==> src/rtl/t05_sram_arbiter.sv <==
// Round-robin arbiter sharing one 32-bit SRAM port between the histogram, tree builder
// and codebook requesters, with bounded lock chaining and a per-access timeout.
module t05_sram_arbiter #(
  parameter int NUM_REQ  = 3,
  parameter int ADDR_W   = 8,
  parameter int TIMEOUT  = 16,
  parameter int LOCK_MAX = 2
) (
  input  logic                      clk,
  input  logic                      rst,
  input  logic [NUM_REQ-1:0]        req,
  input  logic [NUM_REQ-1:0]        we,
  input  logic [NUM_REQ-1:0]        lock,
  input  logic [NUM_REQ*ADDR_W-1:0] addr,
  input  logic [NUM_REQ*32-1:0]     wdata,
  output logic [NUM_REQ-1:0]        gnt,
  output logic [NUM_REQ-1:0]        ack,
  output logic [31:0]               rdata,
  output logic                      err,
  output logic                      busy,
  output logic                      sram_en,
  output logic                      sram_we,
  output logic [ADDR_W-1:0]         sram_addr,
  output logic [31:0]               sram_wdata,
  input  logic [31:0]               sram_rdata,
  input  logic                      sram_ack
);

  localparam int IDX_W = (NUM_REQ > 1) ? $clog2(NUM_REQ) : 1;
  localparam int TMR_W = (TIMEOUT > 1) ? $clog2(TIMEOUT) : 1;
  localparam int LCK_W = $clog2(LOCK_MAX + 1);

  localparam logic [IDX_W-1:0]   LAST_IDX  = IDX_W'(NUM_REQ - 1);
  localparam logic [TMR_W-1:0]   TMR_LAST  = TMR_W'(TIMEOUT - 1);
  localparam logic [LCK_W-1:0]   LOCK_LIM  = LCK_W'(LOCK_MAX);
  localparam logic [NUM_REQ-1:0] ONE_HOT0  = NUM_REQ'(1);

  typedef enum logic [1:0] {
    IDLE  = 2'd0,
    ISSUE = 2'd1,
    DONE  = 2'd2
  } state_t;

  state_t            r_state;
  logic [IDX_W-1:0]  r_owner;
  logic [IDX_W-1:0]  r_last;
  logic [TMR_W-1:0]  r_timer;
  logic [LCK_W-1:0]  r_lock_cnt;

  logic              w_found;
  logic [IDX_W-1:0]  w_winner;
  logic [IDX_W-1:0]  w_src;
  logic              w_chain;
  logic [ADDR_W-1:0] w_addr_arr  [NUM_REQ];
  logic [31:0]       w_wdata_arr [NUM_REQ];

  for (genvar g = 0; g < NUM_REQ; g++) begin : g_unpack
    assign w_addr_arr[g]  = addr[g*ADDR_W +: ADDR_W];
    assign w_wdata_arr[g] = wdata[g*32 +: 32];
  end

  // Scan starts just after the last owner, so a releasing requester is considered last.
  // NOTE: every variable written here gets a default first, so no latch can be inferred.
  always_comb begin
    logic [IDX_W-1:0] v_idx;
    w_found  = 1'b0;
    w_winner = '0;
    v_idx    = r_last;
    for (int k = 0; k < NUM_REQ; k++) begin
      v_idx = (v_idx == LAST_IDX) ? '0 : v_idx + 1'b1;
      if (!w_found && req[v_idx]) begin
        w_found  = 1'b1;
        w_winner = v_idx;
      end
    end
  end

  // In IDLE the winner's inputs are latched; in DONE a locked owner relatches its own.
  assign w_src   = (r_state == IDLE) ? w_winner : r_owner;
  assign w_chain = lock[r_owner] && req[r_owner] && (r_lock_cnt < LOCK_LIM);

  // NOTE: non-blocking assignments throughout, so every register updates from pre-edge values.
  always_ff @(posedge clk) begin
    if (rst) begin
      r_state    <= IDLE;
      r_owner    <= '0;
      r_last     <= LAST_IDX;
      r_timer    <= '0;
      r_lock_cnt <= '0;
      gnt        <= '0;
      ack        <= '0;
      err        <= 1'b0;
      busy       <= 1'b0;
      rdata      <= '0;
      sram_en    <= 1'b0;
      sram_we    <= 1'b0;
      sram_addr  <= '0;
      sram_wdata <= '0;
    end else begin
      ack <= '0;
      err <= 1'b0;
      case (r_state)
        IDLE: begin
          if (w_found) begin
            r_owner    <= w_winner;
            gnt        <= ONE_HOT0 << w_winner;
            sram_en    <= 1'b1;
            sram_we    <= we[w_src];
            sram_addr  <= w_addr_arr[w_src];
            sram_wdata <= w_wdata_arr[w_src];
            r_timer    <= '0;
            busy       <= 1'b1;
            r_state    <= ISSUE;
          end
        end
        ISSUE: begin
          if (sram_ack) begin
            rdata   <= sram_rdata;
            sram_en <= 1'b0;
            ack     <= gnt;
            r_state <= DONE;
          end else if (r_timer == TMR_LAST) begin
            sram_en <= 1'b0;
            ack     <= gnt;
            err     <= 1'b1;
            r_state <= DONE;
          end else begin
            r_timer <= r_timer + 1'b1;
          end
        end
        DONE: begin
          if (w_chain) begin
            r_lock_cnt <= r_lock_cnt + 1'b1;
            sram_en    <= 1'b1;
            sram_we    <= we[w_src];
            sram_addr  <= w_addr_arr[w_src];
            sram_wdata <= w_wdata_arr[w_src];
            r_timer    <= '0;
            r_state    <= ISSUE;
          end else begin
            gnt        <= '0;
            r_last     <= r_owner;
            r_lock_cnt <= '0;
            busy       <= 1'b0;
            r_state    <= IDLE;
          end
        end
        default: begin
          r_state <= IDLE;
          gnt     <= '0;
          sram_en <= 1'b0;
          busy    <= 1'b0;
        end
      endcase
    end
  end

endmodule

==> config.mk <==
export PLATFORM = sky130hd
export DESIGN_NAME = t05_sram_arbiter
export DESIGN_NICKNAME = d
export VERILOG_FILES = /design/src/rtl/t05_sram_arbiter.sv
export SDC_FILE = /design/constraint.sdc
export NUM_CORES = 1
export LEC_CHECK = 0
export CAP_MARGIN = 10
export CELL_PAD_IN_SITES_DETAIL_PLACEMENT = 1
export CELL_PAD_IN_SITES_GLOBAL_PLACEMENT = 2
export CORE_MARGIN = 1
export CORE_UTILIZATION = 19
export CTS_BUF_LIST = sky130_fd_sc_hd__clkbuf_4
export CTS_CLUSTER_SIZE = 30
export DETAILED_ROUTE_END_ITERATION = 16
export PLACE_DENSITY = 0.82
export SYNTH_ARGS = -nofsm -noshare
export SYNTH_HDL_FRONTEND = slang
export SYNTH_SLANG_ARGS = --single-unit
==> constraint.sdc <==
create_clock -name clk -period 1.7 [get_ports clk]
set_input_delay 0.34 -clock clk [delete_from_list [all_inputs] [get_ports clk]]
set_output_delay 0.34 -clock clk [all_outputs]
set_load 0.005 [all_outputs]
==> flow_summary.ini, run 1 <==
[logic_synthesis]
avgSynthCellArea_um2 = 8.16
synth_top_family_by_area = compound AO/OA/AOI/OAI gates
synthesis.area_mm2 = 0.00467
synthTopCellsByArea = dfxtp_1 (40%), a311oi_2 (9.6%), nand2_1 (9.3%), a21o_1 (7.1%), nand3_1 (5.0%)
synth_top_area_share = 0.403
yosysTopAreaCell = dfxtp_1
synth-compound-area-share = 0.310
synth_xor_xnor_area_share = 0
synthMuxAreaShare = 0.00965
synthCells = 572
yosysUniqueCellTypes = 42
ys_ff_latch = 94
syn_nets = 737
async_reset_ff_frac = 0
synth_edf_count = 0
ys_seq_area_frac = 0.403
ys_warn_count = 0
synth-simple-area-share = 0.218
synth_ff_type = dfxtp_1
synth_fa_ha_area_frac = 0.00268

[drt]
drc_errors = 0
vias_per_cell = 4.56
ant_nets = 0
drt-initial-drc-count = 239
drt_wl_total_um = 20600
vias = 5321
first_pass_iters = 4
wl_per_cell_um = 17.6

[clock_network]
cts_sinks = 94
clk_latency_ns = 0.49
root_buffer = clkbuf_4
cts_buffers = 9
cts_tree = done
path_clk_slew_ns = 0.16
ctsHoldBuffers = 0
htreeDepth = 3
clock_path_buffers = 2

[setup_path]
r2r_end = sram_addr[2]$_SDFFE_PP0P_
rr_startpoint = r_state[0]$_SDFFE_PP0P_
critPathKind = reg -> reg
cp_max_fo = 6
worstSetupEndpointType = register
arrival_ns = 2.25
critical_path.endpoint = sram_addr[2]$_SDFFE_PP0P_
regToRegSetupSlack_ns = -0.16
startpoint = r_state[0]$_SDFFE_PP0P_
critPathRequiredTime_ns = 2.09
rr_worst_depth = 8
start_kind = register

[global_route]
grt_pass1_wl_um = 31400
antenna_found_initial = 1
overflow = 0
first_global_vias = 5538
grt_start_max_net_pins = 47
grt_usage = 0.160

[power]
swShare = 0.319
seq_power_share = 0.412
power_mw = 6.17
internal-power_mw = 4.20
power_leakage_nw = 3.67
clockPowerShare = 0.240
switching_power_mw = 1.97
power_density_mw_per_mm2 = 728
ir_worst_vdd_mv = 0.266
power.share.combinational = 0.348

[placed_design]
hpwl_um = 13900
port-buffer-count = 245
post-place-ws_ns = -0.576
placedCellCount = 1131
gp_congestion = 0.733

[floorplan]
die_h_um = 159
dieArea_mm2 = 0.0252
core-area_mm2 = 0.0238
start_util = 0.197
ios = 246
row_count = 56
die_w_um = 159

[timing]
setup_viol = 42
drv_slew = 0
setup_ws_ns = -0.160
fin_crit_ns = 1.86
fin_skew_ns = 0.0342
max_slew_margin = 0.735
worst_pin_slew_ns = 0.397
hold_violations = 0
period_share = 1.09
clock.fmax_mhz = 538
finalSetupTns_ns = -4.10
rsz0062_at_grt = true

[finish]
final_core_util = 0.357
multi_input_area_mm2 = 0.00272
final_common_cell = clkdlybuf4s50_1
layout_common_cells = clkdlybuf4s50_1 (163), nand2_1 (95), dfxtp_2 (67)
n_fill_cell = 2758
layoutNonFillerInstCount = 1167
syn_to_final_growth_pct = 81.7
layout-drive-gt1-share = 0.263
num-nets-final = 1007
ff_latch_area_mm2 = 0.00197

[worst_hold_path]
hp-class = in -> reg

[flow_run]
drv_cap = 0

[run_status]
status = finished, violations left
violations = negative setup slack
## what timing repair did
action,in CTS,in global routing
setup endpoints to repair,122,65
gates cloned,5,2
setup buffers,10,3
gates resized for setup,167,52
pin swaps,19,23
## critical path, cell delays in order (launching register included)
cell and delay (ns):
dfxtp_4 0.40, nor2_8 0.16, mux2_4 0.32, a22oi_2 0.16, buf_6 0.16, buf_12 0.13
buf_12 0.15, nand2_2 0.06, a311oi_2 0.23
## cell usage after synthesis (all sizes together) (2+ instances only)
| master | instances |
|---|---|
| nand2 | 116 |
| dfxtp | 94 |
| nor2 | 48 |
| nand3 | 47 |
| o21ai | 45 |
| a21o | 44 |
| a311oi | 41 |
| a21oi | 40 |
| clkbuf | 29 |
| buf | 23 |
| nor2b | 6 |
| nand2b | 5 |
| and2 | 4 |
| nor3 | 4 |
| a211oi | 3 |
| mux2i | 3 |
| a31oi | 2 |
| a32oi | 2 |
## metal layers
layer,vias up,routed length (um),global-route usage
met3,20,1380,0.0439
met2,187,10300,0.287
met4,0,337,0.0437
met1,2539,8610,0.184
li1,2575,-,-
met5,-,0,0
## cell type report
cell class                 instances  share of cell area
antenna                            1            0.000295
timing repair buffer             311               0.380
sequential                        94               0.233
clock inverter                     7              0.0112
clock buffer                       9             0.00797
tap                              319              0.0471
multi-input combinational        426               0.321
## power by group through the flow
stage / sequential, mW / clock, mW / combinational (mW)
global route: 2.57 / 1.64 / 2.31
CTS: 2.55 / 1.57 / 2.10
detailed placement: 2.57 / 0 / 2.07
floorplan: 2.56 / 0 / 0.902
finish: 2.54 / 1.48 / 2.15
global placement: 2.57 / 0 / 2.05
## cell families after synthesis
family                     Yosys count
AOI/OAI and AO/OA                  186
buffers and inverters               52
adders and majority gates            1
DFF                                 94
and+or+nand+nor                    235
muxes                                4
## state kept, by name (all words and copies together) (netlist names), 3 cells and up
register and count:
ack 3, sram_addr 8, sram_wdata 32, rdata 32
r_timer 4, gnt 3
## worst min-delay path by stage
stage	start	to	slack, ns	cells after the start
detailed placement	rdata[10]$_SDFFE_PP0P_	rdata[10]$_SDFFE_PP0P_	0.45	2
finish	rst	err$_SDFF_PP0_	0.25	3
global route	rst	gnt[1]$_SDFFE_PP0P_	0.22	3
floorplan	r_lock_cnt[1]$_SDFFE_PP0N_	r_lock_cnt[1]$_SDFFE_PP0N_	0.44	2
CTS	rst	busy$_SDFFE_PP0P_	0.21	3
global placement	rdata[17]$_SDFFE_PP0P_	rdata[17]$_SDFFE_PP0P_	0.44	2
## through the flow
| stage | hold WS [ns] | cell area (um2) |
|---|---|---|
| finish | 0.250 | 8480 |
| global route | 0.225 | 8480 |
| CTS | 0.211 | 8290 |
| detailed placement | 0.448 | 7780 |
| global placement | 0.441 | 7780 |
| floorplan | 0.442 | 4670 |
(Power assumes the default switching activity.)
==> run 2: changes to the inputs <==
--- a/config.mk
+++ b/config.mk
@@ -5,13 +5,12 @@
 export SDC_FILE = /design/constraint.sdc
 export NUM_CORES = 1
 export LEC_CHECK = 0
-export CAP_MARGIN = 10
+export CAP_MARGIN = 20
 export CELL_PAD_IN_SITES_DETAIL_PLACEMENT = 1
 export CELL_PAD_IN_SITES_GLOBAL_PLACEMENT = 2
 export CORE_MARGIN = 1
 export CORE_UTILIZATION = 19
 export CTS_BUF_LIST = sky130_fd_sc_hd__clkbuf_4
-export CTS_CLUSTER_SIZE = 30
 export DETAILED_ROUTE_END_ITERATION = 16
 export PLACE_DENSITY = 0.82
 export SYNTH_ARGS = -nofsm -noshare
==> results of run 2 <==
Same layout as run 1: the final DEF is identical, and so are final timing and power.
